[src/rtl/pwm_sched_pkg.sv]
// Shared motor-drive types and constants for the PWM duty schedulers.
// Latency: n/a (package only).
// Backpressure: n/a.
package pwm_sched_pkg;

    localparam int DUTY_W = 11;
    localparam logic [DUTY_W-1:0] DUTY_MID = 11'd1024;

    typedef enum logic [1:0] {
        IDLE,
        RUN,
        FAULT
    } state_t;

endpackage

[src/rtl/duty_slew.sv]
// Clamps a signed torque command into duty space and computes one slew step toward the target.
// Latency: combinational.
// Backpressure: none.
module duty_slew
    import pwm_sched_pkg::*;
#(
    parameter int SLEW_STEP = 64,
    parameter int MIN_DUTY  = 64,
    parameter int MAX_DUTY  = 1984
) (
    input  logic signed [11:0]       cmd,
    input  logic        [DUTY_W-1:0] duty,
    input  logic        [DUTY_W-1:0] tgt,
    output logic        [DUTY_W-1:0] cmd_duty,
    output logic        [DUTY_W-1:0] duty_next
);

    logic signed [12:0] sum;
    logic [DUTY_W:0]    diff;

    always_comb begin
        // 13-bit signed sum so -2048 + 1024 and +2047 + 1024 both fit
        sum = $signed({cmd[11], cmd}) + 13'sd1024;
        if (sum < 13'(MIN_DUTY)) begin
            cmd_duty = DUTY_W'(MIN_DUTY);
        end else if (sum > 13'(MAX_DUTY)) begin
            cmd_duty = DUTY_W'(MAX_DUTY);
        end else begin
            cmd_duty = sum[DUTY_W-1:0];
        end
    end

    always_comb begin
        diff      = '0;
        duty_next = duty;
        if (tgt > duty) begin
            diff      = {1'b0, tgt} - {1'b0, duty};
            duty_next = (diff > 12'(SLEW_STEP)) ? duty + DUTY_W'(SLEW_STEP) : tgt;
        end else if (tgt < duty) begin
            diff      = {1'b0, duty} - {1'b0, tgt};
            duty_next = (diff > 12'(SLEW_STEP)) ? duty - DUTY_W'(SLEW_STEP) : tgt;
        end
    end

endmodule

[src/rtl/pwm_sched.sv]
// Duty scheduler and overcurrent protection for one PWM generator; duty changes only at period end.
// Latency: duty/drv_en/fault update one clk after the PWM_synch cycle; cmd captured one clk after cmd_vld.
// Backpressure: none; cmd_vld is accepted in every state and every cycle.
module pwm_sched
    import pwm_sched_pkg::*;
#(
    parameter int SLEW_STEP    = 64,
    parameter int MIN_DUTY     = 64,
    parameter int MAX_DUTY     = 1984,
    parameter int OVR_LIMIT    = 4,
    parameter int COOL_PERIODS = 8
) (
    input  logic              clk,
    input  logic              rst_n,
    input  logic              en,
    input  logic [11:0]       cmd,
    input  logic              cmd_vld,
    input  logic              PWM_synch,
    input  logic              OVR_I_blank_n,
    input  logic              OVR_I,
    input  logic              clr_fault,
    output logic [DUTY_W-1:0] duty,
    output logic              drv_en,
    output logic              fault,
    output logic [2:0]        ovr_cnt
);

    state_t            state;
    logic [DUTY_W-1:0] tgt;
    logic [DUTY_W-1:0] cmd_duty;
    logic [DUTY_W-1:0] duty_next;
    logic [3:0]        cool_cnt;
    logic              ovr_flag;
    logic              ovr_hit;
    logic              period_bad;
    logic [2:0]        cnt_next;

    duty_slew #(
        .SLEW_STEP (SLEW_STEP),
        .MIN_DUTY  (MIN_DUTY),
        .MAX_DUTY  (MAX_DUTY)
    ) u_duty_slew (
        .cmd       ($signed(cmd)),
        .duty      (duty),
        .tgt       (tgt),
        .cmd_duty  (cmd_duty),
        .duty_next (duty_next)
    );

    // An event on the boundary cycle itself still counts toward the closing period
    always_comb begin
        ovr_hit    = OVR_I & OVR_I_blank_n;
        period_bad = ovr_flag | ovr_hit;
        if (!period_bad) begin
            cnt_next = 3'd0;
        end else if (ovr_cnt >= 3'(OVR_LIMIT)) begin
            cnt_next = ovr_cnt;
        end else begin
            cnt_next = ovr_cnt + 3'd1;
        end
    end

    always_ff @(posedge clk) begin
        if (!rst_n) begin
            state    <= IDLE;
            duty     <= DUTY_MID;
            tgt      <= DUTY_MID;
            drv_en   <= 1'b0;
            fault    <= 1'b0;
            ovr_cnt  <= 3'd0;
            cool_cnt <= 4'd0;
            ovr_flag <= 1'b0;
        end else begin
            if (cmd_vld) begin
                tgt <= cmd_duty;
            end
            if (PWM_synch) begin
                ovr_flag <= 1'b0;
                case (state)
                    IDLE: begin
                        duty   <= DUTY_MID;
                        drv_en <= en;
                        if (en) begin
                            state <= RUN;
                        end
                    end
                    RUN: begin
                        ovr_cnt <= cnt_next;
                        if (cnt_next == 3'(OVR_LIMIT)) begin
                            state    <= FAULT;
                            duty     <= DUTY_MID;
                            drv_en   <= 1'b0;
                            fault    <= 1'b1;
                            cool_cnt <= 4'd0;
                        end else if (!en) begin
                            state  <= IDLE;
                            duty   <= DUTY_MID;
                            drv_en <= 1'b0;
                        end else begin
                            duty <= duty_next;
                        end
                    end
                    FAULT: begin
                        if (clr_fault && !en && cool_cnt == 4'(COOL_PERIODS)) begin
                            state   <= IDLE;
                            fault   <= 1'b0;
                            ovr_cnt <= 3'd0;
                        end else if (cool_cnt != 4'(COOL_PERIODS)) begin
                            cool_cnt <= cool_cnt + 4'd1;
                        end
                    end
                    default: begin
                        state  <= IDLE;
                        duty   <= DUTY_MID;
                        drv_en <= 1'b0;
                    end
                endcase
            end else if (ovr_hit) begin
                ovr_flag <= 1'b1;
            end
        end
    end

endmodule

[config.mk]
export PLATFORM = sky130hd
export DESIGN_NAME = pwm_sched
export DESIGN_NICKNAME = d
export VERILOG_FILES = /design/src/rtl/pwm_sched_pkg.sv /design/src/rtl/duty_slew.sv /design/src/rtl/pwm_sched.sv
export SDC_FILE = /design/constraint.sdc
export NUM_CORES = 1
export LEC_CHECK = 0
export CAP_MARGIN = 20
export CELL_PAD_IN_SITES_DETAIL_PLACEMENT = 1
export CELL_PAD_IN_SITES_GLOBAL_PLACEMENT = 2
export CORE_UTILIZATION = 33
export CTS_BUF_LIST = sky130_fd_sc_hd__clkbuf_4 sky130_fd_sc_hd__clkbuf_8 sky130_fd_sc_hd__clkbuf_16
export DETAILED_ROUTE_END_ITERATION = 6
export PLACE_DENSITY = 0.93
export SLEW_MARGIN = 20
export SYNTH_ARGS = -nofsm -noshare
export SYNTH_HDL_FRONTEND = slang
export SYNTH_SLANG_ARGS = --single-unit
export TNS_END_PERCENT = 10
[constraint.sdc]
create_clock -name clk -period 3.62 [get_ports clk]
set_clock_uncertainty 0.1 [all_clocks]
set_input_delay 0.905 -clock clk [delete_from_list [all_inputs] [get_ports clk]]
set_output_delay 0.905 -clock clk [all_outputs]
set_load 0.01 [all_outputs]
==> summary.md, run 1 <==
| Metric | Value |
|---|---|
| DR vias/cell | `5.483` |
| Largest net degree at the start of global routing | `26` |
| Worst Tran Pin Value | `0.5511 ns` |
| Worst R2R Setup Slack | `0.19 ns` |
| Slew margin rel. | `0.6298` |
| Max H-tree Level | `2` |
| Setup Buffers After CTS | `0` |
| CTS tree | `done` |
| Asr flop ratio synth | `0` |
| Netlist Area Pre-Place | `0.002995 mm2` |
| Worst Path Required | `3.70 ns` |
| Setup crit end kind | `flop` |
| GRT Residual Overflow | `0` |
| # IOs | `36` |
| Antenna-violating nets left | `0` |
| # diodes | `0` |
| Clock tree buffer depth | `2` |
| Netlist cell types | `59` |
| Synth top area cells | `dfxtp_1 23%, ha_1 13%, o21ai_0 5.2%` |
| Hold Crit Depth | `1` |
| DP Area | `0.003520 mm2` |
| GR Util All Layers | `0.1835` |
| Final period utilization | `0.9486` |
| CTS resizes | `0` |
| Overall Power | `0.001053 W` |
| Die ar. | `0.009461 mm2` |
| I/O Buffers | `35` |
| HP Class | `flop to flop` |
| Ys flop type | `dfxtp_1` |
| Syn Area/Cell | `7.622 um2` |
| Initial antenna violation count | `0` |
| PD cells | `289.0 mW/mm2` |
| Syn Inst Count | `393` |
| Yosys top cell area share | `0.2272` |
| Final Cell Area | `0.003642 mm2` |
| Sequential area share after synthesis | `0.2272` |
| Area grow syn2layout | `21.60%` |
| Critical R2R Launch | `tgt[0]` |
| Max Slew Vio Count | `0` |
| Most frequent cell after synthesis | `inv_1` |
| Minimum clock period | `3.434 ns` |
| Post-Place Setup Slack | `-0.1141 ns` |
| CTS root buf | `clkbuf_8` |
| Number of global-route vias before repair | `3025` |
| Drt first-iter violations | `102` |
| Num CTS Buffers | `5` |
| # setup viols final | `0` |
| Clk slew on worst S/H paths | `0.07 ns` |
| Count of state elements after synthesis | `34` |
| Worst Path Class, Setup | `flop to flop` |
| Starting Density | `0.3418` |
| Max-cap violation count | `0` |
| Synth cell count leaders | `36 x inv_1, 35 x nand2_1, 34 x dfxtp_1, 31 x o21ai_0, 30 x ha_1` |
| Layout cells sized above 1 | `0.09382` |
| RSZ-0062 raised after global routing | `no` |
| Worst Setup Start Kind | `flop` |
| Worst hold endpoint | `fault` |
| Finished Core Util | `0.4156` |
| Synth area leader | `dfxtp_1` |
| Fmax | `291.2 MHz` |
| FP Rows | `34` |
| Post-synth EDFFs | `0` |
| Hold path startpoint | `fault` |
| Nets | `487` |
| Final HPWL DP | `6.821 mm` |
| Maximum vdd ir drop | `0.1530 mV` |
| Post-DR wirelength/cell | `15.41 um` |
| Fin. Hold Viols | `0` |
| Outcome | `finished, final reports clean` |
| Clock Sinks | `34` |
| First-pass GRT wire length | `14.60 mm` |
| Clock insertion delay at the later pin of the skew report | `0.28 ns` |
| Die extent in x | `97.27 um` |
| DRT Wirelength | `8.400 mm` |
| YS warnings | `0` |
| WP data arrival | `3.51 ns` |
| First-pass iteration count of the detailed router | `4` |
| Vias | `2988` |
| # DRC | `0` |
| LEAKAGE | `1.465 nW` |
| CP Max Fanout | `6` |
| Die Ht | `97.27 um` |
| CTS Hold Bufs | `0` |
| Crit path setup slack, layout | `0.1860 ns` |
| R2R Path End | `duty[6]` |
| Core area | `0.008763 mm2` |
| Syn_nets | `444` |
| RePlAce Congestion | `0.8383` |
| R2R depth | `13` |
-- where the power goes --
| part | internal (W) | leakage, nW | total [W] | switching (W) |
|---|---|---|---|---|
| clock network | 0.000161 | 0.0517 | 0.000300 | 0.000139 |
| registers | 0.000386 | 0.276 | 0.000397 | 0.0000112 |
| logic | 0.000158 | 1.14 | 0.000356 | 0.000198 |
-- routing by layer --
layer,vias up,routed length [um],track usage,share of wire
li1,1478,-,-,-
met1,1467,4006,0.2433,0.48
met2,37,4155,0.3250,0.49
met3,6,171,0.01871,0.020
met4,0,67,0.03167,0.0080
met5,-,0,0,0
-- worst max-delay path by stage --
stage,from,cells past startpoint,slack (ns),endpoint
2_1_floorplan,duty[0],12,0.50,duty[8]
3_3_place_gp,cmd[10],11,0.01,tgt[5]
3_5_place_dp,cmd[10],11,-0.11,tgt[0]
4_1_cts,tgt[0],12,0.005,duty[4]
5_1_grt,tgt[0],13,0.008,duty[10]
6_report,tgt[0],13,0.19,duty[6]
-- kinds of logic after synthesis --
kind of cell,count (synthesis),synth area share
flip-flops,34,0.2272
adder cells (fa/ha/maj),31,0.1320
XOR/XNOR,17,0.04971
multiplexers,4,0.01545
AO/OA/AOI/OAI,112,0.2473
buffers and inverters,50,0.06976
AND/OR/NAND/NOR,145,0.2586
-- metrics by stage --
stage                     instances  hold slack [ns]  setup TNS [ns]
after floorplan                 393           0.3766               0
after detailed placement        537           0.3882         -0.5606
after global routing            545           0.4256               0
after CTS                       545           0.4117               0
final                           545           0.4002               0
after global placement          537           0.3904               0
-- sequential cells by signal, indices dropped and copies added (netlist names) --
signal and count:
drv_en 1, state 2, fault 1, cool_cnt 4, ovr_flag 1, ovr_cnt 3, tgt 11, duty 11
-- final cells by class --
cell class / count / area, um2
fillers: 1101 / 5121
repair buffers: 50 / 462.9
inverters: 36 / 135.1
multi-input cells: 309 / 2133
well taps: 108 / 135.1
flip-flops and latches: 34 / 680.7
clock inverters: 1 / 5.005
clock buffers: 7 / 90.09
-- critical path, cell delays in order (launching register included) --
cell and delay, ns:
dfxtp_1 0.38, inv_1 0.08, ha_1 0.23, fa_1 0.41, nand2b_1 0.20, a21oi_4 0.18, a41oi_2 0.22, o21ai_0 0.21
nor3_1 0.08, or4_4 0.57, mux2i_2 0.25, buf_4 0.16, mux2i_1 0.18, a21boi_1 0.08
-- cell usage in the layout (no fill, tap or decap), types with 7 or more instances in the layout --
cell             Yosys  routed
nor2_1              27      27
nand2_1             35      35
buf_4                0      15
inv_1               36      36
clkdlybuf4s50_1      0      35
and2_1              14      14
nor3_1               9       9
a21oi_1             18      17
nor2b_1              8       7
ha_1                30      29
dfxtp_1             34      34
o21ai_0             31      31
nand3_1             13      13
xnor2_1             11      11
a31oi_1              7       7
Note: power is estimated with default switching activity, not from simulation.
==> inputs of run 2 (changes only) <==
--- a/config.mk
+++ b/config.mk
@@ -9,8 +9,8 @@
 export CELL_PAD_IN_SITES_DETAIL_PLACEMENT = 1
 export CELL_PAD_IN_SITES_GLOBAL_PLACEMENT = 2
-export CORE_UTILIZATION = 33
+export CORE_UTILIZATION = 35
 export CTS_BUF_LIST = sky130_fd_sc_hd__clkbuf_4 sky130_fd_sc_hd__clkbuf_8 sky130_fd_sc_hd__clkbuf_16
 export DETAILED_ROUTE_END_ITERATION = 6
-export PLACE_DENSITY = 0.93
+export PLACE_DENSITY = 0.95
 export SLEW_MARGIN = 20
 export SYNTH_ARGS = -nofsm -noshare
==> constraint.sdc (replaced) <==
create_clock -name clk -period 4 [get_ports clk]
set_clock_uncertainty 0.1 [all_clocks]
set_input_delay 0.4 -clock clk [delete_from_list [all_inputs] [get_ports clk]]
set_output_delay 0.4 -clock clk [all_outputs]
set_load 0.01 [all_outputs]
==> run 2 against run 1 <==
Compared with the run above:
- via count down 2.1%
- total power down 5.3%
- first-iteration DRC count up 29%
- hold slack better by 0.020 ns
- sequential share of layout area up 0.50 points
- clock-buffer cell count down 2
- fmax down 6.2%
- sequential power down 9.1%
- critical path type unchanged
- highest routed layer unchanged
==> summary.md, run 2 (synthesis gave the netlist of run 1 again) <==
| Metric | Value |
|---|---|
| Outcome | `finished, final reports clean` |
| Final period utilization | `0.9156` |
| First-pass iteration count of the detailed router | `4` |
| Largest net degree at the start of global routing | `27` |
| Fin. Hold Viols | `0` |
| RSZ-0062 raised after global routing | `no` |
| HP Class | `flop to flop` |
| # setup viols final | `0` |
| Die ar. | `0.008932 mm2` |
| First-pass GRT wire length | `14.68 mm` |
| CTS Hold Bufs | `0` |
| Minimum clock period | `3.662 ns` |
| Area grow syn2layout | `18.42%` |
| Initial antenna violation count | `0` |
| Max-cap violation count | `0` |
| Setup Buffers After CTS | `0` |
| Fmax | `273.0 MHz` |
| CP Buf/Inv Count | `2` |
| Final HPWL DP | `6.964 mm` |
| Worst Tran Pin Value | `0.6147 ns` |
| Hold slack | `0.4206 ns` |
| Vias | `2926` |
| Slew margin rel. | `0.5875` |
| # diodes | `0` |
| Clock tree buffer depth | `2` |
| Setup crit end kind | `flop` |
| # DRC | `0` |
| Max stage delay on crit path | `0.62 ns` |
| DRT Wirelength | `8.797 mm` |
| WP data arrival | `3.75 ns` |
| Die extent in x | `94.51 um` |
| DP Area | `0.003433 mm2` |
| Max Slew Vio Count | `0` |
| CP Max Fanout | `11` |
| Finished Core Util | `0.4295` |
| Cell family contributing the most delay on the critical path | `compound AO/OA/AOI/OAI gates` |
| Drt first-iter violations | `132` |
| FP Rows | `33` |
| Clock insertion delay at the later pin of the skew report | `0.30 ns` |
| Num CTS Buffers | `5` |
| Worst Setup Start Kind | `flop` |
| Critical path cell sequence | `inv_1, ha_1, inv_1, o31ai_1, a41oi_2, nor3_1, o21ai_1, or4_1, mux2i_1, o21ai_1, a22o_1` |
| Clock Sinks | `34` |
| Post-DR wirelength/cell | `16.57 um` |
| CTS resizes | `0` |
| DR vias/cell | `5.510` |
| Most common cell after layout, fill and taps aside | `inv_1` |
| RePlAce Congestion | `0.8527` |
| Largest registers | `duty (11), tgt (11), cool_cnt (4)` |
| Maximum vdd ir drop | `0.1386 mV` |
| Clk slew on worst S/H paths | `0.08 ns` |
| Total Neg Setup Slack | `0 ns` |
| Worst Path Class, Setup | `flop to flop` |
| Worst path slowest cell | `or4_1` |
| # IOs | `36` |
| Max H-tree Level | `2` |
| Most frequent cells in the layout | `36 x inv_1, 35 x nand2_1, 35 x clkdlybuf4s50_1` |
| I/O Buffers | `35` |
| CTS tree | `done` |
| Final Cell Area | `0.003547 mm2` |
| Core area | `0.008258 mm2` |
| Number of global-route vias before repair | `3021` |
| LEAKAGE | `1.410 nW` |
| CTS root buf | `clkbuf_8` |
| Worst Path Required | `4.09 ns` |
| PD cells | `280.9 mW/mm2` |
| Starting Density | `0.3627` |
| Layout cells sized above 1 | `0.05634` |
| GRT Residual Overflow | `0` |
| Nets | `476` |
| GR Util All Layers | `0.2080` |
| Antenna-violating nets left | `0` |
| Die Ht | `94.51 um` |
==> run 2: cell count changes in the layout (fill, tap and decap cells not counted), sizes merged <==
| cell | previous run | this run |
|---|---|---|
| bufinv | 0 | 1 |
| clkinvlp | 0 | 2 |
| buf | 15 | 4 |
| clkbuf | 7 | 5 |
| clkinv | 1 | 0 |
==> run 2: layout make-up <==
cell class / instances / area [um2]
Fill cell: 1039 / 4711
Inverter: 36 / 135.1
Sequential cell: 34 / 680.7
Clock inverter: 3 / 45.04
Tap cell: 105 / 131.4
Timing Repair Buffer: 39 / 380.4
Clock buffer: 5 / 68.82
Multi-Input combinational cell: 309 / 2106
==> run 2: stage by stage <==
stage               setup slack, ns   power, W  cells
global route                0.01272   0.001048    531
global placement             0.5335  0.0006624    523
detailed placement           0.3771  0.0006698    523
CTS                          0.3433   0.001002    531
floorplan                    0.8805  0.0005821    393
finish                       0.3375  0.0009965    531
==> run 2: worst paths after layout <==
check | cells past startpoint | slack, ns | endpoint | start
worst max-delay path | 11 | 0.34 | duty[1] | duty[6]
worst min-delay path | 1 | 0.42 | duty[4] | tgt[4]
worst max register to register | 11 | 0.34 | duty[1] | duty[6]
worst min register to register | 1 | 0.42 | duty[4] | tgt[4]
==> run 2: routing by layer <==
metal	vias to the layer above	wire length (um)	global-route usage
li1	1450	-	-
met1	1415	4117	0.2656
met4	0	133	0.05934
met2	48	4285	0.3647
met5	-	0	0
met3	13	261	0.02657
==> run 2: power by group <==
group | switching, W | total [W] | internal (W)
Clock | 0.000146 | 0.000332 | 0.000185
Sequential | 0.0000119 | 0.000361 | 0.000349
Combinational | 0.000176 | 0.000304 | 0.000128
==> inputs of run 3 (changes only) <==
- CAP_MARGIN: 20 -> 0
- CTS_CLUSTER_SIZE: default -> 16
==> results of run 3 <==
Same layout as run 2: the final DEF is identical, and so are final timing and power.
